## src/rtl/gb_host_initiator.sv

```systemverilog
// gb_host_initiator: single-outstanding command initiator for a strobed host bus.
// Writes pulse GBPORT_wstb for one cycle. Reads pulse GBPORT_rstb, wait RLAT cycles,
// then capture GBPORT_din. Each response is held until rsp_ready.
// Optional feature: define GB_INITIATOR_BURST_EN to make a read of cmd_len=N fetch
// N+1 beats from consecutive addresses.
module gb_host_initiator #(
  parameter int unsigned AW   = 24,
  parameter int unsigned DW   = 32,
  parameter int unsigned RLAT = 2
) (
  input  logic          clk,
  input  logic          rst,
  input  logic          cmd_valid,
  output logic          cmd_ready,
  input  logic          cmd_we,
  input  logic [AW-1:0] cmd_addr,
  input  logic [DW-1:0] cmd_wdata,
  input  logic [7:0]    cmd_len,
  output logic          rsp_valid,
  input  logic          rsp_ready,
  output logic [DW-1:0] rsp_rdata,
  output logic          rsp_last,
  output logic          busy,
  output logic          GBPORT_clk,
  output logic [AW-1:0] GBPORT_addr,
  output logic [DW-1:0] GBPORT_dout,
  input  logic [DW-1:0] GBPORT_din,
  output logic          GBPORT_we,
  output logic          GBPORT_wstb,
  output logic          GBPORT_rstb
);

  typedef enum logic [2:0] {StIdle, StWstb, StRstb, StRwait, StResp} state_e;

  // RWAIT lasts RLAT cycles; the counter is loaded with RLAT-1 and exits at zero.
  localparam logic [3:0] WaitInit = 4'(RLAT - 1);

  state_e        state_q, state_d;
  logic [3:0]    wait_q;
  logic [AW-1:0] addr_q;
  logic [DW-1:0] dout_q;
  logic [DW-1:0] rdata_q;
  logic          accept;
  logic          beat_last;

  assign accept = (state_q == StIdle) && cmd_valid;

`ifdef GB_INITIATOR_BURST_EN
  // Remaining beats after the current one; zero marks the final beat.
  logic [7:0] beats_q;
  assign beat_last = (beats_q == 8'd0);
`else
  logic unused_len;
  assign unused_len = ^cmd_len;
  assign beat_last  = 1'b1;
`endif

  // Bus clock is the system clock passed straight through.
  assign GBPORT_clk  = clk;
  assign GBPORT_addr = addr_q;
  assign GBPORT_dout = dout_q;
  // Strobes decode directly from state so reset removes them without waiting for an edge.
  assign GBPORT_wstb = (state_q == StWstb);
  assign GBPORT_we   = (state_q == StWstb);
  assign GBPORT_rstb = (state_q == StRstb);
  assign cmd_ready   = (state_q == StIdle);
  assign busy        = (state_q != StIdle);
  assign rsp_valid   = (state_q == StResp);
  assign rsp_last    = (state_q == StResp) && beat_last;
  assign rsp_rdata   = rdata_q;

  // State register.
  always_ff @(posedge clk or posedge rst) begin
    if (rst) state_q <= StIdle;
    else     state_q <= state_d;
  end

  // Next-state logic.
  always_comb begin
    state_d = state_q;
    unique case (state_q)
      StIdle:  if (cmd_valid) state_d = cmd_we ? StWstb : StRstb;
      StWstb:  state_d = StResp;
      StRstb:  state_d = StRwait;
      StRwait: if (wait_q == 4'd0) state_d = StResp;
      StResp:  if (rsp_ready) state_d = beat_last ? StIdle : StRstb;
      default: state_d = StIdle;
    endcase
  end

  // Datapath: command capture, latency counter, read capture and burst stepping.
  always_ff @(posedge clk or posedge rst) begin
    if (rst) begin
      addr_q  <= '0;
      dout_q  <= '0;
      rdata_q <= '0;
      wait_q  <= '0;
`ifdef GB_INITIATOR_BURST_EN
      beats_q <= '0;
`endif
    end else begin
      if (accept) begin
        addr_q <= cmd_addr;
        dout_q <= cmd_wdata;
`ifdef GB_INITIATOR_BURST_EN
        beats_q <= cmd_we ? 8'd0 : cmd_len;
`endif
      end
      if (state_q == StWstb) rdata_q <= '0;
      if (state_q == StRstb) wait_q <= WaitInit;
      if (state_q == StRwait) begin
        if (wait_q == 4'd0) rdata_q <= GBPORT_din;
        else                wait_q  <= wait_q - 4'd1;
      end
`ifdef GB_INITIATOR_BURST_EN
      if ((state_q == StResp) && rsp_ready && !beat_last) begin
        beats_q <= beats_q - 8'd1;
        addr_q  <= addr_q + 1'b1;
      end
`endif
    end
  end

endmodule

```

## config.mk

```make
export PLATFORM = sky130hd
export DESIGN_NAME = gb_host_initiator
export DESIGN_NICKNAME = d
export VERILOG_FILES = /design/src/rtl/gb_host_initiator.sv
export SDC_FILE = /design/constraint.sdc
export NUM_CORES = 1
export LEC_CHECK = 0
export CAP_MARGIN = 20
export CORE_MARGIN = 10
export CORE_UTILIZATION = 36
export CTS_BUF_LIST = sky130_fd_sc_hd__clkbuf_4 sky130_fd_sc_hd__clkbuf_8
export CTS_CLUSTER_DIAMETER = 120
export DETAILED_ROUTE_END_ITERATION = 12
export PLACE_DENSITY = 0.85
export SKIP_LAST_GASP = 1
export SLEW_MARGIN = 5
export SYNTH_ARGS = -nofsm -noshare
export SYNTH_HDL_FRONTEND = slang
export SYNTH_SLANG_ARGS = --single-unit
```

## constraint.sdc

```tcl
create_clock -name clk -period 3.1 [get_ports clk]
set_clock_uncertainty 0.05 [all_clocks]
set_input_delay 0.62 -clock clk [delete_from_list [all_inputs] [get_ports clk]]
set_output_delay 0.62 -clock clk [all_outputs]
set_load 0.05 [all_outputs]
```

== After elaboration in Yosys (flattened, before gate mapping) ==
Index checks and enable logic that the tools add are counted.

* $add $sub $neg: 1
* Equality and inequality tests: 7
* Multiplexer cells: 11
* Reduce and logical (&&, ||, !) cells: 5

{| class="wikitable"
|+ Operator list
! operator !! count
|-
| $mux 32 || 3
|-
| $pmux 3 s5 || 1
|-
| $mux 4 || 3
|-
| $mux 3 || 3
|-
| $eq 3x2->1 const B || 2
|-
| $ne 2x2->1 const B || 3
|-
| $logic_not 4->1 || 1
|-
| $sub 4x1->4 const B || 1
|-
| $eq 3x1->1 const B || 1
|-
| $eq 3x3->1 const B || 1
|-
| $logic_not 3->1 || 1
|-
| $reduce_and 3->1 || 1
|-
| $reduce_bool 3->1 || 1
|-
| $mux 2 || 1
|-
| $logic_and 1x1->1 || 1
|}

* Flip-flop bits (word level): 95
* Bits of input ports: 101
* Output and inout bits: 96
* Word-level logic and storage cells: 29

== Logic depth before layout (Yosys ltp) ==
* Depth in word-level cells: 4
* Mapped depth: 7
* Gate-level depth less buffers: 5

==> summary.txt <==
Die
  • Die W: 128 microns
  • Die area: 16400 sq um
  • Boundary pin count: 197
  • Core box area: 11400 sq um
  • Die Ht: 128 microns
  • Initial core utilization: 36.8%
  • Row count: 39

Yosys
  • Area share of the largest cell type after synthesis: 56.6%
  • Syn nets: 409
  • Cell Area, Synth: 4200 sq um
  • Seq/Total Area, Yosys: 56.6%
  • Most frequent cells after synthesis: dfrtp_1, inv_1, mux2_4, mux2i_1, nand2_1
  • Share of synthesized registers carrying an async set or reset: 100%
  • Post-Synth Simple-Gate Area: 5.99%
  • Synth area leader: dfrtp_1
  • Multiplexer share of the synthesized area: 27.0%
  • Number of flops mapped to enable cells by yosys: 0
  • XOR/XNOR share of the synthesized area: 0%
  • Number of distinct library cells after synthesis: 34
  • Synthesis-stage register bit count: 95
  • Compound-cell area share of the yosys netlist: 1.76%
  • Most common cell in the netlist: dfrtp_1
  • Main combinational cell family by area after synthesis: multiplexers
  • Synth top area cells: dfrtp_1, mux2_4, mux2i_1, mux2_2, inv_1
  • Mean Syn Cell Area: 13.7 sq um
  • Main synth FF type: dfrtp_1
  • Mapped Cells: 307
  • Adder-Cell Fraction of Synth Area: 0.298%
  • Synth Warn #: 0

Power and ir drop
  • Overall Power: 7.62 mW
  • Leak Pwr: 3.06 nW
  • Worst VDD drop: 0.000907 V
  • Pwr/cell area: 1200 nW/um^2

Timing
  • Final Max Slew Viols: 0
  • Fmax: 0.343 GHz
  • Slew @ Worst Pin: 0.563 ns
  • Final hold vios: 0
  • Endpoints failing setup: 0
  • RSZ-0062 raised after global routing: no
  • Setup tns final: 0 ns
  • Tmin final: 2.92 ns
  • Worst slew margin: 62.3%
  • Tcrit/Tclk final: 94.1%
  • WHS: 0.462 ns

GRT
  • GR peak layer: met2
  • Grt ovf: 0
  • M3 GR Usage: 5.75%
  • Grt met2 use: 22.8%
  • Met1 Usage GRT: 15.8%
  • Gr usage total: 14.2%
  • Largest net degree at the start of global routing: 96
  • Initial antenna violation count: 0
  • First-pass GRT wire length: 18200 microns
  • Vias in the first global route: 3327

Setup path
  • CP required: 2.43 ns
  • Crit path launch type: flop
  • Worst-path fanout max: 11
  • Crit. End Element: output port
  • CP Data Arrival Time: 2.25 ns
  • Kind of critical path: flop to output port

Clocking
  • Postcts setup bufs: 0
  • CTS tree: yes
  • Worst skew pair latency: 0.47 ns
  • CTS clock-pin slew for the worst setup and hold paths: 0.08 ns

Placed design
  • PortBufs: 188
  • Dpl hpwl: 9020 microns
  • Final Wtd Congestion: 0.758

Routing
  • Antenna Nets Post-Route: 0
  • 1st-iter DRT viols: 214
  • WL/cell: 18.1 microns
  • Drt total wl: 11600 microns
  • Vias per Instance: 4.64
  • Vias post-DR: 2981
  • DRC viols: 0
  • DR pass1 iterations: 4

Run
  • Max-Cap Viols: 0

Min path
  • Hold Crit Class: flop to flop

Final layout
  • # diodes: 0
  • Share of cells above drive strength 1: 17.4%
  • Syn-to-layout area delta: 51.4%
  • Nets: 597

Run status
  • Status: completed
[logic make-up (layout without fill, tap and decap cells)]
| family | Yosys count | after routing |
|---|---|---|
| DFF | 95 | 95 |
| muxes | 91 | 91 |
| adders and majority gates | 1 | 1 |
| buffers and inverters | 60 | 252 |
| AOI/OAI and AO/OA | 10 | 10 |
| and+or+nand+nor | 50 | 50 |
[layer usage]
metal  share of wire, %  wire length [microns]
met4                2.7                    309
met2                 48                   5600
met3                8.8                   1020
met1                 40                   4670
met5                  0                      0
[cells in the final DEF (no fill, tap or decap), types with 2 or more instances in the layout]
cell | Yosys | final
buf_12 | 4 | 2
buf_4 | 5 | 6
clkbuf_8 | 0 | 12
clkdlybuf4s50_1 | 0 | 185
clkinvlp_4 | 0 | 3
dfrtp_1 | 95 | 95
inv_1 | 40 | 39
mux2_2 | 17 | 17
mux2_4 | 40 | 40
mux2i_1 | 34 | 34
nand2_1 | 33 | 33
nor2_1 | 3 | 3
nor3_1 | 2 | 2
o21ai_0 | 2 | 2
o21bai_1 | 2 | 2
[report_power, final]
group	leakage, nW	internal, mW	switching [mW]
registers	1.19	1.78	0.358
clock network	0.119	0.473	0.500
logic	1.75	1.75	2.76
total	3.06	4.00	3.62
[final cells by class]
cell class / count / area (sq um)
Fill cell: 970 / 5060
Sequential cell: 95 / 2380
Timing Repair Buffer: 193 / 1940
Multi-Input combinational cell: 152 / 1470
Clock buffer: 14 / 181
Tap cell: 143 / 179
Inverter: 40 / 154
Clock inverter: 5 / 58.8
[sequential cells by signal, indices dropped and copies added, names as in the netlist]
name / count
GBPORT_addr: 24
GBPORT_dout: 32
rsp_rdata: 32
state_q: 3
wait_q: 4
[path summary, 6_finish.rpt]
check                               start              end  slack [ns]  cells past startpoint
min reg2reg                GBPORT_addr[7]   GBPORT_addr[7]        0.46                      1
max in group asynchronous             rst     rsp_rdata[7]        2.05                      3
min                        GBPORT_addr[7]   GBPORT_addr[7]        0.46                      1
max reg2reg                    state_q[0]  GBPORT_dout[13]        1.25                      3
min in group asynchronous             rst   GBPORT_dout[0]        0.58                      3
max                            state_q[1]      GBPORT_rstb        0.18                      2
[timing repair]
item | 4_1_cts | 5_1_grt
gates resized for setup | 1 | 0
hold buffers | 0 | 0
endpoints found under the setup margin | 1 | 0
[worst max-delay path, stage by stage (launching register included)]
cell,delay [ns]
dfrtp_1,0.58
nor3b_1,0.34
clkdlybuf4s50_1,0.87
[metrics by stage]
step | worst slack [ns] | util [%] | cell area, sq um | instances
global route | 0.0467 | 55.7 | 6360 | 642
global placement | 0.208 | 53.7 | 6130 | 624
finish | 0.182 | 55.7 | 6360 | 642
detailed placement | 0.208 | 53.7 | 6130 | 624
floorplan | 0.180 | - | 4200 | 307
CTS | 0.156 | 55.7 | 6360 | 642
No activity file was read; power rests on OpenSTA's default activity.
==> RTL edit: new RTL, same flow settings <==
Build with the macro `GB_INITIATOR_BURST_EN` defined.
--- a/src/rtl/gb_host_initiator.sv
+++ b/src/rtl/gb_host_initiator.sv
@@ -5,2 +5,4 @@
 // N+1 beats from consecutive addresses.
+`define GB_INITIATOR_BURST_EN
+
 module gb_host_initiator #(
Behaviour: not the same (Yosys sat finds a counterexample within 10 cycles, from zero or initial values and one cycle with rst high).
==> RTL edit against the original RTL <==
  * Sequential cell count is 8 higher
  * Synthesized area grew 14%
  * Maximum frequency fell by 1.2%
  * Clock power increased by 12%
  * Power up 8.5%
  * Critical path depth stayed put
  * Setup slack lost 0.036 ns
  * Routed wire length up 33%
  * Via count increased by 54%
  * Non-clock buffer count grew 12
  * Design area grew 13%
==> RTL edit: results (changes against the original RTL) <==
combinational share of power=0.571 (-0.020); CP Max Fanout=10 (-1); vias per cell=5.08 (+9.3%); DR iter-0 viols=260 (+21%); GR Util met2=0.265 (+0.0369); global routing met1 resource utilization=0.203 (+0.0449); register area share after synthesis=0.540 (-0.0260); sw frac=0.508 (+0.0332); GRT Total Usage=0.168 (+0.0255); VDD IR max=0.649 mV (-28%); vias in the first global route=4717 (+42%); number of fill cells=1187 (+22%); syn_nets=641 (+57%); met3 Use GR=0.0616 (+0.00409); Final HPWL DP=11300 um (+26%); DRT Wirelength=15500 um (+33%); gpl congestion=0.859 (+13%); Layout Nets=827 (+39%); Leakage=0.00322 uW (+5.2%); status=complete, no violations; first-pass GRT wire length=24600 um (+35%); top cell types by occurrence after synthesis=194 x nand2_1, 103 x dfrtp_1, 52 x nand3_1; clk slew on worst S/H paths=0.10 ns (+0.02 ns); CP Data Arrival Time=2.28 ns (+0.03 ns); top post-synthesis cells by area=dfrtp_1 54%, nand2_1 15%, nand3_1 5.5%, o211ai_1 1.9%, a21oi_1 1.8%
[RTL edit: what timing repair did]
| item | in CTS | in global routing |
|---|---|---|
| setup buffers | 0 | 0 |
| gates cloned | 0 | 0 |
| gates resized for setup | 1 | 1 |
| setup endpoints to repair | 1 | 1 |
| hold buffers | 0 | 0 |
[RTL edit: area by class of cell]
cell class / instances / area, um^2 / share of cell area
inverter: 10 / 41.3 / 0.00575
tap: 176 / 220 / 0.0307
sequential: 103 / 2580 / 0.359
clock buffer: 18 / 230 / 0.0321
multi-input combinational: 390 / 2000 / 0.278
timing repair buffer: 205 / 2070 / 0.289
clock inverter: 2 / 37.5 / 0.00523
[RTL edit: routing by layer]
layer | wire length [um] | vias to the layer above
met2 | 7260 | 195
li1 | - | 2201
met3 | 1290 | 25
met4 | 302 | 0
met1 | 6620 | 2168
met5 | 0 | -
[RTL edit: power groups by stage]
stage | clock network, uW | logic [uW] | registers, uW
5_1_grt | 1190 | 5020 | 2540
2_1_floorplan | 69.5 | 1360 | 4180
3_3_place_gp | 74.4 | 4700 | 2450
6_report | 1090 | 4720 | 2460
3_5_place_dp | 74.4 | 4760 | 2480
4_1_cts | 1120 | 4770 | 2460
[RTL edit: worst paths after layout]
check                                start         endpoint  slack [ns]  depth (start not counted)
min in group asynchronous              rst  GBPORT_dout[13]        0.56                          3
setup / recovery                state_q[1]      GBPORT_rstb        0.15                          2
hold / removal             GBPORT_dout[28]  GBPORT_dout[28]        0.43                          2
hold reg to reg            GBPORT_dout[28]  GBPORT_dout[28]        0.43                          2
setup reg to reg                beats_q[0]  GBPORT_addr[14]        0.52                          7
max in group asynchronous              rst   GBPORT_dout[8]        1.97                          3
[RTL edit: stage by stage]
step / worst slack, ns / std cells / hold slack, ns / utilization / power [uW]
after floorplan: 0.0967 / 537 / 0.419 / - / 5610
after global placement: 0.208 / 885 / 0.406 / 0.526 / 7220
after detailed placement: 0.208 / 885 / 0.411 / 0.526 / 7320
after CTS: 0.0838 / 904 / 0.435 / 0.546 / 8350
after global routing: 0.0363 / 904 / 0.459 / 0.546 / 8750
final: 0.146 / 904 / 0.429 / 0.546 / 8270
[RTL edit: logic make-up (layout without fill, tap and decap cells)]
group | Yosys count | after routing | share of synthesized area
AOI/OAI and AO/OA | 78 | 78 | 0.119
adders and majority gates | 3 | 3 | 0.00786
buffers and inverters | 44 | 235 | 0.0438
DFF | 103 | 103 | 0.540
and+or+nand+nor | 309 | 309 | 0.290
[RTL edit: critical path: cells and delay by family (launching register included)]
family                 cells  cell delay (ns)
AND/OR/NAND/NOR            1             0.38
buffers and inverters      1             0.88
flip-flops                 1             0.55
